File: config.mk
export PLATFORM = sky130hd
export DESIGN_NAME = apb_master_bridge_flat
export DESIGN_NICKNAME = d
export VERILOG_FILES = /design/src/rtl/apb_master_bridge_if.sv /design/src/rtl/apb_master_bridge.sv /design/src/flat_wrapper.sv
export SDC_FILE = /design/constraint.sdc
export NUM_CORES = 1
export LEC_CHECK = 0
export CAP_MARGIN = 10
export CORE_MARGIN = 2
export CORE_UTILIZATION = 37
export CTS_CLUSTER_DIAMETER = 60
export DETAILED_ROUTE_END_ITERATION = 10
export PLACE_DENSITY = 0.88
export SETUP_SLACK_MARGIN = 0.15
export SYNTH_ARGS = -nofsm -noshare
export SYNTH_HDL_FRONTEND = slang
export SYNTH_SLANG_ARGS = --single-unit
File: constraint.sdc
create_clock -name PCLK -period 2.3 [get_ports PCLK]
set_clock_uncertainty 0.15 [all_clocks]
set_input_delay 0.46 -clock PCLK [delete_from_list [all_inputs] [get_ports PCLK]]
set_output_delay 0.46 -clock PCLK [all_outputs]
set_load 0.1 [all_outputs]
File: src/rtl/apb_master_bridge_if.sv
// apb_master_bridge_if: bundles the command stream, response stream, status
// and APB bus signals of the APB master bridge.
//   master modport : bridge side (drives cmd_ready, rsp_*, busy, APB requests)
//   slave modport  : environment side (drives cmd_*, PRDATA/PREADY/PSLVERR)
interface apb_master_bridge_if #(
  parameter int DWIDTH = 32,
  parameter int AWIDTH = 5
);
  // command stream
  logic              cmd_valid;
  logic              cmd_ready;
  logic              cmd_write;
  logic [AWIDTH-1:0] cmd_addr;
  logic [DWIDTH-1:0] cmd_wdata;
  // response stream
  logic              rsp_valid;
  logic [DWIDTH-1:0] rsp_rdata;
  logic              rsp_err;
  logic              rsp_timeout;
  logic              busy;
  // APB
  logic              PSELx;
  logic              PENABLE;
  logic [AWIDTH-1:0] PADDR;
  logic              PWRITE;
  logic [DWIDTH-1:0] PWDATA;
  logic [DWIDTH-1:0] PRDATA;
  logic              PREADY;
  logic              PSLVERR;

  modport master (
    input  cmd_valid, cmd_write, cmd_addr, cmd_wdata, PRDATA, PREADY, PSLVERR,
    output cmd_ready, rsp_valid, rsp_rdata, rsp_err, rsp_timeout, busy,
           PSELx, PENABLE, PADDR, PWRITE, PWDATA
  );

  modport slave (
    output cmd_valid, cmd_write, cmd_addr, cmd_wdata, PRDATA, PREADY, PSLVERR,
    input  cmd_ready, rsp_valid, rsp_rdata, rsp_err, rsp_timeout, busy,
           PSELx, PENABLE, PADDR, PWRITE, PWDATA
  );
endinterface

File: src/rtl/apb_master_bridge.sv
// apb_master_bridge: converts a valid/ready command stream into APB
// SETUP/ACCESS transfers and returns one response pulse per command.
// A PREADY timeout (TIMEOUT ACCESS cycles, 0 = wait forever) terminates
// transfers to a hung slave with rsp_err=1, rsp_timeout=1.
// Ports:
//   PCLK     rising-edge clock
//   PRESETn  asynchronous active-low reset
//   bus      apb_master_bridge_if.master (cmd_*, rsp_*, busy, APB signals)
module apb_master_bridge #(
  parameter int DWIDTH  = 32,
  parameter int AWIDTH  = 5,
  parameter int TIMEOUT = 16
) (
  input  logic                  PCLK,
  input  logic                  PRESETn,
  apb_master_bridge_if.master   bus
);

  localparam int CW = (TIMEOUT > 0) ? $clog2(TIMEOUT + 1) : 1;
  localparam logic [CW-1:0] TO_LAST = CW'(TIMEOUT - 1);

  typedef enum logic [1:0] {IDLE, SETUP, ACCESS} state_t;

  state_t        state;
  logic [CW-1:0] cnt;
  logic          timeout_hit;
  logic          done;
  logic          accept;

  // PREADY in the expiry cycle takes priority over the timeout
  assign timeout_hit = (TIMEOUT != 0) && (cnt == TO_LAST) && !bus.PREADY;
  assign done        = (state == ACCESS) && (bus.PREADY || timeout_hit);

  // ready in IDLE, or in the completing ACCESS cycle for back-to-back issue
  assign bus.cmd_ready = (state == IDLE) || done;
  assign accept        = bus.cmd_valid && bus.cmd_ready;
  assign bus.busy      = (state != IDLE);

  always_ff @(posedge PCLK or negedge PRESETn) begin
    if (!PRESETn) begin
      state           <= IDLE;
      cnt             <= '0;
      bus.PSELx       <= 1'b0;
      bus.PENABLE     <= 1'b0;
      bus.PWRITE      <= 1'b0;
      bus.PADDR       <= '0;
      bus.PWDATA      <= '0;
      bus.rsp_valid   <= 1'b0;
      bus.rsp_rdata   <= '0;
      bus.rsp_err     <= 1'b0;
      bus.rsp_timeout <= 1'b0;
    end else begin
      bus.rsp_valid <= 1'b0;
      case (state)
        IDLE: begin
          if (accept) begin
            bus.PADDR   <= bus.cmd_addr;
            bus.PWRITE  <= bus.cmd_write;
            bus.PWDATA  <= bus.cmd_write ? bus.cmd_wdata : '0;
            bus.PSELx   <= 1'b1;
            bus.PENABLE <= 1'b0;
            state       <= SETUP;
          end
        end
        SETUP: begin
          bus.PENABLE <= 1'b1;
          cnt         <= '0;
          state       <= ACCESS;
        end
        ACCESS: begin
          if (done) begin
            bus.rsp_valid <= 1'b1;
            if (bus.PREADY) begin
              bus.rsp_err     <= bus.PSLVERR;
              bus.rsp_timeout <= 1'b0;
              // read data only returned for a clean read
              bus.rsp_rdata   <= (!bus.PWRITE && !bus.PSLVERR) ? bus.PRDATA : '0;
            end else begin
              bus.rsp_err     <= 1'b1;
              bus.rsp_timeout <= 1'b1;
              bus.rsp_rdata   <= '0;
            end
            bus.PENABLE <= 1'b0;
            if (accept) begin
              bus.PADDR  <= bus.cmd_addr;
              bus.PWRITE <= bus.cmd_write;
              bus.PWDATA <= bus.cmd_write ? bus.cmd_wdata : '0;
              state      <= SETUP;
            end else begin
              bus.PSELx <= 1'b0;
              state     <= IDLE;
            end
          end else begin
            cnt <= cnt + 1'b1;
          end
        end
        default: state <= IDLE;
      endcase
    end
  end

endmodule
File: src/flat_wrapper.sv
// flat-port wrapper written by rule: the top's interface ports become plain ports
module apb_master_bridge_flat 
#(
  parameter int DWIDTH  = 32,
  parameter int AWIDTH  = 5,
  parameter int TIMEOUT = 16
)
  (PCLK, PRESETn, bus_cmd_valid, bus_cmd_write, bus_cmd_addr, bus_cmd_wdata, bus_PRDATA, bus_PREADY, bus_PSLVERR, bus_cmd_ready, bus_rsp_valid, bus_rsp_rdata, bus_rsp_err, bus_rsp_timeout, bus_busy, bus_PSELx, bus_PENABLE, bus_PADDR, bus_PWRITE, bus_PWDATA);
  apb_master_bridge_if #(.DWIDTH(DWIDTH), .AWIDTH(AWIDTH)) bus_i ();
  input  logic PCLK;
  input  logic PRESETn;
  input wire logic [$bits(bus_i.cmd_valid)-1:0] bus_cmd_valid;
  input wire logic [$bits(bus_i.cmd_write)-1:0] bus_cmd_write;
  input wire logic [$bits(bus_i.cmd_addr)-1:0] bus_cmd_addr;
  input wire logic [$bits(bus_i.cmd_wdata)-1:0] bus_cmd_wdata;
  input wire logic [$bits(bus_i.PRDATA)-1:0] bus_PRDATA;
  input wire logic [$bits(bus_i.PREADY)-1:0] bus_PREADY;
  input wire logic [$bits(bus_i.PSLVERR)-1:0] bus_PSLVERR;
  output wire logic [$bits(bus_i.cmd_ready)-1:0] bus_cmd_ready;
  output wire logic [$bits(bus_i.rsp_valid)-1:0] bus_rsp_valid;
  output wire logic [$bits(bus_i.rsp_rdata)-1:0] bus_rsp_rdata;
  output wire logic [$bits(bus_i.rsp_err)-1:0] bus_rsp_err;
  output wire logic [$bits(bus_i.rsp_timeout)-1:0] bus_rsp_timeout;
  output wire logic [$bits(bus_i.busy)-1:0] bus_busy;
  output wire logic [$bits(bus_i.PSELx)-1:0] bus_PSELx;
  output wire logic [$bits(bus_i.PENABLE)-1:0] bus_PENABLE;
  output wire logic [$bits(bus_i.PADDR)-1:0] bus_PADDR;
  output wire logic [$bits(bus_i.PWRITE)-1:0] bus_PWRITE;
  output wire logic [$bits(bus_i.PWDATA)-1:0] bus_PWDATA;
  assign bus_i.cmd_valid = bus_cmd_valid;
  assign bus_i.cmd_write = bus_cmd_write;
  assign bus_i.cmd_addr = bus_cmd_addr;
  assign bus_i.cmd_wdata = bus_cmd_wdata;
  assign bus_i.PRDATA = bus_PRDATA;
  assign bus_i.PREADY = bus_PREADY;
  assign bus_i.PSLVERR = bus_PSLVERR;
  assign bus_cmd_ready = bus_i.cmd_ready;
  assign bus_rsp_valid = bus_i.rsp_valid;
  assign bus_rsp_rdata = bus_i.rsp_rdata;
  assign bus_rsp_err = bus_i.rsp_err;
  assign bus_rsp_timeout = bus_i.rsp_timeout;
  assign bus_busy = bus_i.busy;
  assign bus_PSELx = bus_i.PSELx;
  assign bus_PENABLE = bus_i.PENABLE;
  assign bus_PADDR = bus_i.PADDR;
  assign bus_PWRITE = bus_i.PWRITE;
  assign bus_PWDATA = bus_i.PWDATA;
  apb_master_bridge #(.DWIDTH(DWIDTH), .AWIDTH(AWIDTH), .TIMEOUT(TIMEOUT)) u_core (.PCLK(PCLK), .PRESETn(PRESETn), .bus(bus_i));
endmodule
==> results.toml <==
[run_status]
status = "finished, violations left"
violations = "negative setup slack"

[grt]
grt_pass1_wl_mm = 14.4
grt_util_all_layers = 0.186
grt_overflow = 0
grt_pass1_vias = 2889
grt_max_degree = 37
grt_antenna_before_repair = 0

[power_and_ir_drop]
seqPwrFrac = 0.291
power_w = 0.00689
power.share.clock = 0.140
sw_frac_of_total = 0.538
leakagePower_nw = 2.46
powerDensity_nw_per_um2 = 1290
ir_drop_mv = 0.643
p_comb_frac = 0.569
intPower_w = 0.00318
p_switching_w = 0.00371

[synth]
synth.yosys.seq_area_share = 0.630
synth_top_family_by_area = "compound AO/OA/AOI/OAI gates"
synth_top_area_share = 0.630
synth_fa_ha_area_frac = 0.00768
synth_fp_nets = 327
synthMuxAreaShare = 0.0230
synth-seq-cells = 82
synth-simple-area-share = 0.0899
ys_warn_count = 0
synth_area_per_cell_um2 = 13.0
synth_cells = 250
synth_area_um2 = 3260
yosysTopAreaCell = "dfrtp_1"
yosys-top-cells-area = "dfrtp_1, a22o_1, o2bb2ai_1"
synth_compound_area_frac = 0.212
synth_xor_area_frac = 0
yosysUniqueCellTypes = 36

[cts]
htree_levels = 3
cts_tree = "yes"
cts.clk_slew.worst_paths_ns = 0.09
clk_path_buf_depth = 2
root_buffer = "clkbuf_8"
cts_buffers = 9
cts_sinks = 82
clk_latency_ns = 0.34

[setup_path]
cp.arrival_ns = 1.95
crit_type = "register to primary output"
worstSetupStartpointType = "register"
critPathCaptureType = "primary output"
path_max_fanout = 2
critPathRequiredTime_ns = 1.69

[sta]
slew_violations = 0
tightest_slew_ns = 0.478
finalSetupTns_ns = -0.298
fin_crit_sh = 1.11
period_minus_slack_ns = 2.56
hold_viol = 0
slew_headroom = 0.681
fin_ws_ns = -0.262
timing.fmax_ghz = 0.390
whs_ns = 0.354
rsz0062_at_grt = "true"
setup_viol = 6

[cells_and_area]
layout-drive-gt1-share = 0.341
final_common_cell = "buf_4"
final_nets = 497
multi_input_area_um2 = 1190
final_cell_mix = "buf_4, dfrtp_1, clkdlybuf4s50_1"
register_area_um2 = 2050
design_area_um2 = 5320
syn2layout_area_growth_pct = 63.4
fin_cells = 533
fill_cells = 666
diodes = 0

[floorplan]
start_util = 0.377
rows = 34
core-area_um2 = 8640
die_w_um = 97.8
die_h_um = 97.8
die_area_um2 = 9570
ios = 152

[detailed_routing]
dr.pass1.iters = 4
drt_iter0_drc = 109
viasPerCell = 5.34
vias = 2846
postRouteAntennaNets = 0
wl_per_cell_um = 17.2
wl_mm = 9.18
route.detailed.drc = 0

[place]
hpwl_mm = 6.36
placed_cells = 505
place_area_um2 = 4850
io_buffer_count = 151
gp_congestion = 0.819

[min_path]
hp-class = "register to register"

[job]
cap_violations = 0
-- power by group through the flow --
stage	Clock, W	Combinational (W)	Sequential, W
after floorplan	0	0.000559	0.00430
after global placement	0	0.00376	0.00200
after detailed placement	0	0.00379	0.00201
after CTS	0.000998	0.00381	0.00199
after global routing	0.00106	0.00403	0.00205
final	0.000965	0.00392	0.00201
-- what timing repair did --
action | CTS | global route
hold endpoints to repair | 34 | 0
setup endpoints to repair | 16 | 41
gates cloned | 0 | 4
resized for setup | 2 | 22
hold buffers | 1 | 0
buffers inserted | 1 | 6
pin swaps | 1 | 1
-- final timing paths --
| kind | start | to | slack, ns | cells after the start |
|---|---|---|---|---|
| worst max-delay path | u_core.cnt[1] | bus_cmd_ready | -0.26 | 7 |
| worst min-delay path | u_core.bus.PWDATA[26] | u_core.bus.PWDATA[26] | 0.35 | 1 |
| worst max register to register | u_core.cnt[1] | u_core.bus.PADDR[4] | -0.01 | 9 |
| worst min register to register | u_core.bus.PWDATA[26] | u_core.bus.PWDATA[26] | 0.35 | 1 |
| max in group asynchronous | PRESETn | u_core.bus.rsp_rdata[24] | 0.89 | 3 |
| min in group asynchronous | PRESETn | u_core.bus.rsp_rdata[26] | 0.46 | 2 |
-- cells in the mapped netlist, drive strengths merged --
library cell and count:
dfrtp 82, a22o 37, o2bb2ai 30, nand3 29, buf 12, inv 8
clkbuf 7, mux2 5, nand2 5, a21oi 4, nor4 4, o21ai 3
and3 2, ha 2, nand2b 2, nor2 2, or2 2, a211o 1
a21o 1, a311o 1, a31oi 1, and2 1, and2b 1, nand4 1
nor2b 1, nor3b 1, o22ai 1, o311a 1, o311ai 1, o32a 1
or3b 1
-- flip-flops by register name, summed over array words and instances, names as in the netlist --
register                cells
u_core.bus.PWDATA          32
u_core.bus.PWRITE           1
u_core.bus.PSELx            1
u_core.cnt                  5
u_core.bus.PENABLE          1
u_core.bus.rsp_rdata       32
u_core.bus.rsp_timeout      1
u_core.bus.rsp_err          1
u_core.bus.rsp_valid        1
u_core.bus.PADDR            5
u_core.state                2
-- metal layers --
metal	global-route usage	vias up	part of all wire
li1	-	1291	-
met1	0.236	1436	0.41
met2	0.311	109	0.51
met3	0.0465	10	0.064
met4	0.0609	0	0.011
met5	0	-	0
-- worst max-delay path, cell delays in order (launching register included) --
cell     delay [ns]
dfrtp_1        0.40
ha_2           0.20
and3_4         0.15
ha_4           0.15
or3b_4         0.41
nand2_8        0.11
inv_16         0.03
buf_12         0.15
-- through the flow --
step / util / worst slack (ns)
6_report: 0.616 / -0.262
3_5_place_dp: 0.561 / 0.0457
4_1_cts: 0.586 / -0.263
5_1_grt: 0.616 / -0.301
3_3_place_gp: 0.561 / 0.0735
2_1_floorplan: - / 0.0684
-- kinds of logic (layout without fill, tap and decap cells) --
family | after synthesis | in the layout
flip-flops | 82 | 82
AO/OA/AOI/OAI | 82 | 82
buffers and inverters | 27 | 202
AND/OR/NAND/NOR | 52 | 52
multiplexers | 5 | 5
adder cells (fa/ha/maj) | 2 | 2
-- cell type report --
| class | instances | share of cell area |
|---|---|---|
| Tap cell | 108 | 0.0254 |
| Sequential cell | 82 | 0.385 |
| Multi-Input combinational cell | 141 | 0.224 |
| Timing Repair Buffer | 178 | 0.320 |
| Clock buffer | 10 | 0.0259 |
| Inverter | 8 | 0.0101 |
| Clock inverter | 6 | 0.00940 |
Note: power is estimated with default switching activity, not from simulation.
